<file path="src/rtl/jtag_pkg.sv">
// Shared definitions for the JTAG TAP controller: TAP state encoding,
// instruction opcodes and the data-register selector type.
package jtag_pkg;

  // TAP states, numbered in the conventional 1149.1 order.
  localparam logic [3:0] ST_TLR    = 4'd0;
  localparam logic [3:0] ST_RTI    = 4'd1;
  localparam logic [3:0] ST_SEL_DR = 4'd2;
  localparam logic [3:0] ST_CAP_DR = 4'd3;
  localparam logic [3:0] ST_SH_DR  = 4'd4;
  localparam logic [3:0] ST_EX1_DR = 4'd5;
  localparam logic [3:0] ST_PAU_DR = 4'd6;
  localparam logic [3:0] ST_EX2_DR = 4'd7;
  localparam logic [3:0] ST_UPD_DR = 4'd8;
  localparam logic [3:0] ST_SEL_IR = 4'd9;
  localparam logic [3:0] ST_CAP_IR = 4'd10;
  localparam logic [3:0] ST_SH_IR  = 4'd11;
  localparam logic [3:0] ST_EX1_IR = 4'd12;
  localparam logic [3:0] ST_PAU_IR = 4'd13;
  localparam logic [3:0] ST_EX2_IR = 4'd14;
  localparam logic [3:0] ST_UPD_IR = 4'd15;

  // Opcode values; callers size them to their IR width.
  localparam int unsigned OPC_IDCODE = 1;
  localparam int unsigned OPC_USER   = 2;

  // BYPASS is all ones at whatever IR width is in use (IR width <= 32).
  function automatic logic [31:0] opc_bypass(input int unsigned width);
    if (width >= 32) return 32'hFFFF_FFFF;
    return (32'd1 << width) - 32'd1;
  endfunction

  // Which data register sits between tdi and tdo.
  typedef enum logic [1:0] {
    DR_BYPASS = 2'd0,
    DR_IDCODE = 2'd1,
    DR_USER   = 2'd2
  } dr_sel_e;

endpackage

</file>
<file path="src/rtl/jtag_tap_fsm.sv">
// 16-state TAP controller state machine, advanced by tms on each TCK rise.
module jtag_tap_fsm
  import jtag_pkg::*;
(
  input  logic       clk,
  input  logic       reset,
  input  logic       tms,
  output logic [3:0] state
);

  logic [3:0] state_q;
  logic [3:0] state_d;

  // Standard 1149.1 transition graph; every encoding is covered, default is a safe fallback.
  always_comb begin
    state_d = ST_TLR;
    case (state_q)
      ST_TLR:    state_d = tms ? ST_TLR    : ST_RTI;
      ST_RTI:    state_d = tms ? ST_SEL_DR : ST_RTI;
      ST_SEL_DR: state_d = tms ? ST_SEL_IR : ST_CAP_DR;
      ST_CAP_DR: state_d = tms ? ST_EX1_DR : ST_SH_DR;
      ST_SH_DR:  state_d = tms ? ST_EX1_DR : ST_SH_DR;
      ST_EX1_DR: state_d = tms ? ST_UPD_DR : ST_PAU_DR;
      ST_PAU_DR: state_d = tms ? ST_EX2_DR : ST_PAU_DR;
      ST_EX2_DR: state_d = tms ? ST_UPD_DR : ST_SH_DR;
      ST_UPD_DR: state_d = tms ? ST_SEL_DR : ST_RTI;
      ST_SEL_IR: state_d = tms ? ST_TLR    : ST_CAP_IR;
      ST_CAP_IR: state_d = tms ? ST_EX1_IR : ST_SH_IR;
      ST_SH_IR:  state_d = tms ? ST_EX1_IR : ST_SH_IR;
      ST_EX1_IR: state_d = tms ? ST_UPD_IR : ST_PAU_IR;
      ST_PAU_IR: state_d = tms ? ST_EX2_IR : ST_PAU_IR;
      ST_EX2_IR: state_d = tms ? ST_UPD_IR : ST_SH_IR;
      ST_UPD_IR: state_d = tms ? ST_SEL_DR : ST_RTI;
      default:   state_d = ST_TLR;
    endcase
  end

  // State register, forced to Test-Logic-Reset asynchronously.
  always_ff @(posedge clk or posedge reset) begin
    if (reset) state_q <= ST_TLR;
    else       state_q <= state_d;
  end

  assign state = state_q;

endmodule

</file>
<file path="src/rtl/jtag_tap_ctrl.sv">
// JTAG TAP: instruction register, BYPASS/IDCODE/USER data registers,
// capture/shift/update handling and the falling-edge TDO stage.
module jtag_tap_ctrl
  import jtag_pkg::*;
#(
  parameter int unsigned IR_WIDTH   = 4,
  parameter int unsigned DR_WIDTH   = 8,
  parameter logic [31:0] IDCODE_VAL = 32'h1234_5001
) (
  input  logic                clk,
  input  logic                reset,
  input  logic                tms,
  input  logic                tdi,
  output logic                tdo,
  output logic                tdo_en,
  output logic [3:0]          state,
  output logic [IR_WIDTH-1:0] ir,
  input  logic [DR_WIDTH-1:0] user_din,
  output logic [DR_WIDTH-1:0] user_dout,
  output logic                user_update
);

  localparam logic [IR_WIDTH-1:0] OP_IDCODE = IR_WIDTH'(OPC_IDCODE);
  localparam logic [IR_WIDTH-1:0] OP_USER   = IR_WIDTH'(OPC_USER);
  localparam logic [IR_WIDTH-1:0] OP_BYPASS = IR_WIDTH'(opc_bypass(IR_WIDTH));

  logic [IR_WIDTH-1:0] ir_sr_q, ir_sr_d;
  logic [IR_WIDTH-1:0] ir_q, ir_d;
  logic                byp_q, byp_d;
  logic [31:0]         id_sr_q, id_sr_d;
  logic [DR_WIDTH-1:0] usr_sr_q, usr_sr_d;
  logic [DR_WIDTH-1:0] user_dout_q, user_dout_d;
  logic                user_update_q, user_update_d;
  logic                tdo_q, tdo_d;
  logic                tdo_en_q, tdo_en_d;
  dr_sel_e             dr_sel;

  jtag_tap_fsm u_fsm (
    .clk   (clk),
    .reset (reset),
    .tms   (tms),
    .state (state)
  );

  // Decode the active instruction; unknown opcodes fall back to BYPASS.
  always_comb begin
    dr_sel = DR_BYPASS;
    if (ir_q == OP_IDCODE)      dr_sel = DR_IDCODE;
    else if (ir_q == OP_USER)   dr_sel = DR_USER;
    else if (ir_q == OP_BYPASS) dr_sel = DR_BYPASS;
  end

  // Capture/shift/update actions keyed on the current TAP state; all else holds.
  always_comb begin
    ir_sr_d       = ir_sr_q;
    ir_d          = ir_q;
    byp_d         = byp_q;
    id_sr_d       = id_sr_q;
    usr_sr_d      = usr_sr_q;
    user_dout_d   = user_dout_q;
    user_update_d = 1'b0;
    case (state)
      ST_TLR:    ir_d = OP_IDCODE;
      ST_CAP_IR: ir_sr_d = IR_WIDTH'(1);
      ST_SH_IR:  ir_sr_d = {tdi, ir_sr_q[IR_WIDTH-1:1]};
      ST_UPD_IR: ir_d = ir_sr_q;
      ST_CAP_DR: begin
        case (dr_sel)
          DR_IDCODE: id_sr_d  = IDCODE_VAL;
          DR_USER:   usr_sr_d = user_din;
          default:   byp_d    = 1'b0;
        endcase
      end
      ST_SH_DR: begin
        case (dr_sel)
          DR_IDCODE: id_sr_d  = {tdi, id_sr_q[31:1]};
          // Widened shift keeps this legal for a 1-bit USER register.
          DR_USER:   usr_sr_d = DR_WIDTH'({tdi, usr_sr_q} >> 1);
          default:   byp_d    = tdi;
        endcase
      end
      ST_UPD_DR: begin
        if (dr_sel == DR_USER) begin
          user_dout_d   = usr_sr_q;
          user_update_d = 1'b1;
        end
      end
      default: ;
    endcase
  end

  // Rising-edge register bank for IR, data registers and the user interface.
  always_ff @(posedge clk or posedge reset) begin
    if (reset) begin
      ir_sr_q       <= '0;
      ir_q          <= OP_IDCODE;
      byp_q         <= 1'b0;
      id_sr_q       <= '0;
      usr_sr_q      <= '0;
      user_dout_q   <= '0;
      user_update_q <= 1'b0;
    end else begin
      ir_sr_q       <= ir_sr_d;
      ir_q          <= ir_d;
      byp_q         <= byp_d;
      id_sr_q       <= id_sr_d;
      usr_sr_q      <= usr_sr_d;
      user_dout_q   <= user_dout_d;
      user_update_q <= user_update_d;
    end
  end

  // Select the LSB of whichever register is shifting; drive zero when idle.
  always_comb begin
    tdo_d    = 1'b0;
    tdo_en_d = 1'b0;
    if (state == ST_SH_IR) begin
      tdo_d    = ir_sr_q[0];
      tdo_en_d = 1'b1;
    end else if (state == ST_SH_DR) begin
      tdo_en_d = 1'b1;
      case (dr_sel)
        DR_IDCODE: tdo_d = id_sr_q[0];
        DR_USER:   tdo_d = usr_sr_q[0];
        default:   tdo_d = byp_q;
      endcase
    end
  end

  // TDO launches on the falling edge so it is stable at the next rising edge.
  always_ff @(negedge clk or posedge reset) begin
    if (reset) begin
      tdo_q    <= 1'b0;
      tdo_en_q <= 1'b0;
    end else begin
      tdo_q    <= tdo_d;
      tdo_en_q <= tdo_en_d;
    end
  end

  assign tdo         = tdo_q;
  assign tdo_en      = tdo_en_q;
  assign ir          = ir_q;
  assign user_dout   = user_dout_q;
  assign user_update = user_update_q;

endmodule

</file>
<file path="config.mk">
export PLATFORM = sky130hd
export DESIGN_NAME = jtag_tap_ctrl
export DESIGN_NICKNAME = d
export VERILOG_FILES = /design/src/rtl/jtag_pkg.sv /design/src/rtl/jtag_tap_fsm.sv /design/src/rtl/jtag_tap_ctrl.sv
export SDC_FILE = /design/constraint.sdc
export NUM_CORES = 1
export LEC_CHECK = 0
export CAP_MARGIN = 20
export CORE_ASPECT_RATIO = 0.5
export CORE_MARGIN = 10
export CORE_UTILIZATION = 55
export CTS_CLUSTER_SIZE = 30
export DETAILED_ROUTE_END_ITERATION = 8
export GPL_ROUTABILITY_DRIVEN = 1
export HOLD_SLACK_MARGIN = 0.1
export PLACE_DENSITY = 0.87
export SYNTH_ARGS = -nofsm -noshare
export SYNTH_HDL_FRONTEND = slang
export SYNTH_HIERARCHICAL = 1
export SYNTH_SLANG_ARGS = --single-unit
</file>
<file path="constraint.sdc">
create_clock -name clk -period 2.3 [get_ports clk]
set_input_delay 0.345 -clock clk [delete_from_list [all_inputs] [get_ports clk]]
set_output_delay 0.345 -clock clk [all_outputs]
set_load 0.1 [all_outputs]
</file>
==> results <==
- The clock buffer count from CTS is 9.
- The slack of the critical path is -0.2014 ns.
- After Yosys synthesis, full adders, half adders and majority gates account for 0% of the synthesized area.
- The endpoint of the lowest-slack register-to-register path is tdo$_DFF_NP0_.
- Counting flops with a built-in enable in the synthesized netlist gives 0.
- The global placement routability congestion is 0.8944.
- The basic-gate share of the synthesized area counting and, or, nand and nor cells is 9.758%.
- The overall overflow remaining after global route is 0.
- In this run the number of cells on the critical path is 3.
- The TritonCTS clock tree is done.
- In this design, the largest share of critical-path delay is due to simple AND/OR/NAND/NOR gates.
- Including well taps, the total number of placed cells is 325.
- The sink count of the clock tree is 64.
- The clock reaches the later pin of the worst-skew pair after around 0.33 ns.
- During I/O placement, the number of pins put on the boundary was 31.
- After synthesis the cells add up to 2795 um^2.
- Power spread over the standard cell area amounts to 1276 nW/um^2.
- The max-slew violation count is 0.
- The number of antenna violations at the first check in global routing came to 0.
- The number of cells on the worst reg-to-reg path is 3.
- Measured against the total synthesized area, the mux share comes to 10.74%.
- Of the cells placed in the final design, the portion with a size suffix greater than 1 is approximately 36%.
- The startpoint of the most critical setup path is u_fsm/state[1]$_DFF_PP0_.
- Counting distinct cell types in the post-synthesis netlist gives 49.
- The largest vdd supply drop is slightly above 0.001 V.
- Clock tree synthesis selected as its root buffer the cell sky130_fd_sc_hd__clkbuf_8.
- The first detailed-routing pass took 4 iterations.
- The final reports fail on setup timing.
- The post-synthesis instance total is roughly 220.
- The final core utilization is between 70% and 80%.
- Each instance of the synthesized netlist takes up on average 12.82 um^2.
- The compound-cell area share of the yosys netlist is 17.91%.
- After Yosys synthesis, XOR and XNOR cells account for less than 1% of the synthesized area.
- The largest family of logic cells by synthesized area is compound AO/OA/AOI/OAI gates.
- The final layout contains 279 nets.
- The static leakage is 1.658 nW.
- The critical path class is reg -> reg.
- Relative to the synthesized area, the layout overhead comes to 26.28%.
- The most frequently used flop master after synthesis is sky130_fd_sc_hd__dfrtp_1.
- STA classifies the critical path endpoint as a flip-flop.
- Leaving out filler cells and counting taps, the final layout contains 342.
- On the worst path, the slowest cell contributes a delay of 0.55 ns.
- The post-synth net total is 230.
- The fraction of registers with async set or reset after synthesis is between 90% and 100%.
- Across every metal layer, demand over resource in global routing totals 15.64%.
- For this run, the register share of the synthesized area comes to 57.34%.
- The HPWL after detailed placement is 4.132 mm.
- The detail route stage leaves a number of antenna-violating nets equal to 0.
- The starting density of the core is 56.93%.
- The worst-margin pin slew is between 0.6 and 0.7 ns.
- The worst hold path class is in -> async.
- The setup TNS is -0.5073 ns.
- Data arrives at the worst endpoint at 1.71 ns.
- The headroom to the max-slew limit is 53.85%.
- After synthesis the netlist holds a flip-flop and latch count of 64.
- The number of core rows is 18.
- After clock tree synthesis, the clock-pin slew on the worst setup and hold paths is 0.06 ns.
- The placeable core region is 4910 um^2.
- Setup repair after global routing could not meet its margin everywhere.
- Total power for the finished layout comes to 4.503 mW.
- Dividing the detail-routed via count by the number of cells gives 5.854.
- The H-tree level count is 3.
- The worst setup path is launched from a flip-flop.
- The critical path contains buffers and inverters numbering 0 combined.
- Entering global routing, the biggest net connects 43 pins.
- The antenna diode instance count is 0.
- The slowest cell on the critical path is sky130_fd_sc_hd__or4b_4.
- For this block, the via count after detailed routing is 2,002.
- The floorplan die area is ~8500 um^2.
- The first-pass GRT wire length is 10.61 mm.
- Traced cell by cell, the critical path runs through or4b_4, a2111oi_4, a311o_1.
- The die boundary width is 120.8 um.
- The maximum fanout encountered on the critical timing path is 2.
- The flow ran to the end, but the final reports show violations.
- The clock passes through at most 2 buffers.
- The most critical setup path has its endpoint at tdo$_DFF_NP0_.
- Hold repair after CTS inserted 0 buffers.
- In the final routed layout, each cell accounts on average for 18.58 um.
- The register-to-register setup slack is -0.20 ns.
- Max-cap violations in this run came to 0.
- The pre-CTS worst setup slack is -0.2139 ns.
- From bottom edge to top edge, the die measures slightly above 70 um.
- The final layout contains routed wiring with a total length of 6.353 mm.
- The via count of the first global-routing pass is approximately 2,100.
- The number of port buffers is 30.
- The Yosys step of the flow raised 6 warnings.
- In this run the critical register-to-register path is launched from u_fsm/state[1]$_DFF_PP0_.
- The iteration-0 DRC count of the detailed router is approximately 150.
- After detailed routing, the number of remaining DRC violations is 0.
- The final-report hold violation count was 0.
- Between clock sinks in the finished design, the worst skew comes to 0.01021 ns.
- For the worst setup path, the data required time is approximately 1.5 ns.
- The count of final setup violators is 4.
==> worst min path at each step <==
stage | startpoint | end | slack [ns] | cells past startpoint
6_report | reset | u_fsm/state[1]$_DFF_PP0_ | 0.30 | 2
5_1_grt | reset | u_fsm/state[1]$_DFF_PP0_ | 0.30 | 2
4_1_cts | reset | u_fsm/state[1]$_DFF_PP0_ | 0.27 | 2
3_5_place_dp | id_sr_q[21]$_DFFE_PP0P_ | id_sr_q[21]$_DFFE_PP0P_ | 0.48 | 1
3_3_place_gp | id_sr_q[14]$_DFFE_PP0P_ | id_sr_q[14]$_DFFE_PP0P_ | 0.47 | 1
2_1_floorplan | reset | u_fsm/state[1]$_DFF_PP0_ | 0.11 | 1
==> flip-flops by register name, indices dropped and copies added, names as in the netlist <==
| name | count |
|---|---|
| user_dout | 8 |
| ir_sr_q | 4 |
| user_update | 1 |
| u_fsm/state | 4 |
| tdo | 1 |
| usr_sr_q | 8 |
| ir | 4 |
| tdo_en | 1 |
| id_sr_q | 32 |
| byp_q | 1 |
==> routing by layer <==
layer,global-route usage [%],vias to the layer above,wire (um),part of all wire [%]
met5,0,-,0,0
met4,6.782,0,135,2.1
met3,5.132,17,316,5.0
met2,26.65,66,3247,51
met1,17.52,998,2654,42
li1,-,921,-,-
==> cell families (layout without fill, tap and decap cells) <==
kind of cell	Yosys count	after routing
and+or+nand+nor	44	44
AOI/OAI and AO/OA	64	64
xor gates and xnor gates	2	2
muxes	24	24
DFF	64	64
buffers and inverters	20	74
==> worst register-to-register path, cell delays in order, from the launching register on <==
cell	delay, ns
sky130_fd_sc_hd__dfrtp_4	0.47
sky130_fd_sc_hd__or4b_4	0.55
sky130_fd_sc_hd__a2111oi_4	0.21
sky130_fd_sc_hd__a311o_1	0.15
==> final cells by class <==
class                      count  area, um^2
clock buffer                  10       127.6
clock inverter                 6       83.83
fill                         309        1380
inverter                       5       22.52
multi-input combinational    134        1134
sequential                    64        1617
tap                           70       87.58
timing repair buffer          53       457.9
==> cell usage in the layout, fill, tap and decap left out, types with 2 or more instances in the layout <==
master                             n
sky130_fd_sc_hd__dfrtp_1          54
sky130_fd_sc_hd__buf_4            39
sky130_fd_sc_hd__a22o_1           24
sky130_fd_sc_hd__mux2_2           16
sky130_fd_sc_hd__clkdlybuf4s50_1  11
sky130_fd_sc_hd__nand2_1           9
sky130_fd_sc_hd__clkbuf_8          9
sky130_fd_sc_hd__o22a_1            8
sky130_fd_sc_hd__mux2_4            8
sky130_fd_sc_hd__a21oi_1           7
sky130_fd_sc_hd__o21ai_0           6
sky130_fd_sc_hd__o22ai_1           5
sky130_fd_sc_hd__nor2_1            5
sky130_fd_sc_hd__dfrtp_2           5
sky130_fd_sc_hd__inv_1             4
sky130_fd_sc_hd__nand3b_1          4
sky130_fd_sc_hd__nor2b_1           3
sky130_fd_sc_hd__clkinv_2          3
sky130_fd_sc_hd__nand3_1           3
sky130_fd_sc_hd__or4b_4            2
sky130_fd_sc_hd__and3_1            2
sky130_fd_sc_hd__nor3b_1           2
sky130_fd_sc_hd__a32o_1            2
sky130_fd_sc_hd__bufinv_16         2
sky130_fd_sc_hd__buf_12            2
sky130_fd_sc_hd__dfrtn_1           2
sky130_fd_sc_hd__nand2b_1          2
sky130_fd_sc_hd__a211o_1           2
sky130_fd_sc_hd__dfrtp_4           2
==> synthesized netlist by cell type (3+ instances only) <==
library cell	instances	area share [%]
sky130_fd_sc_hd__o22ai_1	5	1.1
sky130_fd_sc_hd__o22a_1	8	2.5
sky130_fd_sc_hd__clkbuf_1	6	0.81
sky130_fd_sc_hd__nand2_1	9	1.2
sky130_fd_sc_hd__a22o_1	24	7.5
sky130_fd_sc_hd__nand3b_1	4	1.1
sky130_fd_sc_hd__mux2_4	8	4.3
sky130_fd_sc_hd__inv_1	5	0.67
sky130_fd_sc_hd__nor2_1	5	0.67
sky130_fd_sc_hd__nand3_1	3	0.54
sky130_fd_sc_hd__mux2_2	16	6.4
sky130_fd_sc_hd__a21oi_1	7	1.3
sky130_fd_sc_hd__nor2b_1	3	0.67
sky130_fd_sc_hd__buf_2	6	1.1
sky130_fd_sc_hd__or4b_1	3	1.1
sky130_fd_sc_hd__o21ai_0	6	1.1
sky130_fd_sc_hd__dfrtp_1	61	55
==> per-stage QoR <==
step	hold slack, ns	instance area [um^2]
6_report	0.2965	3530
5_1_grt	0.3031	3530
4_1_cts	0.2682	3511
3_5_place_dp	0.4779	3283
3_3_place_gp	0.4711	3283
2_1_floorplan	0.1110	2848
==> power by group <==
part / leakage, nW / internal [mW] / total (mW) / switching (mW)
logic: 0.716 / 0.729 / 1.85 / 1.13
registers: 0.831 / 1.43 / 1.63 / 0.199
clock network: 0.110 / 0.606 / 1.02 / 0.414
total: 1.66 / 2.77 / 4.50 / 1.74
==> repair_timing <==
action,in CTS,in global routing
buffers inserted,0,1
resized for setup,3,2
pin swaps,2,3
endpoints found under the setup margin,4,12
Note: power is estimated with default switching activity, not from simulation.
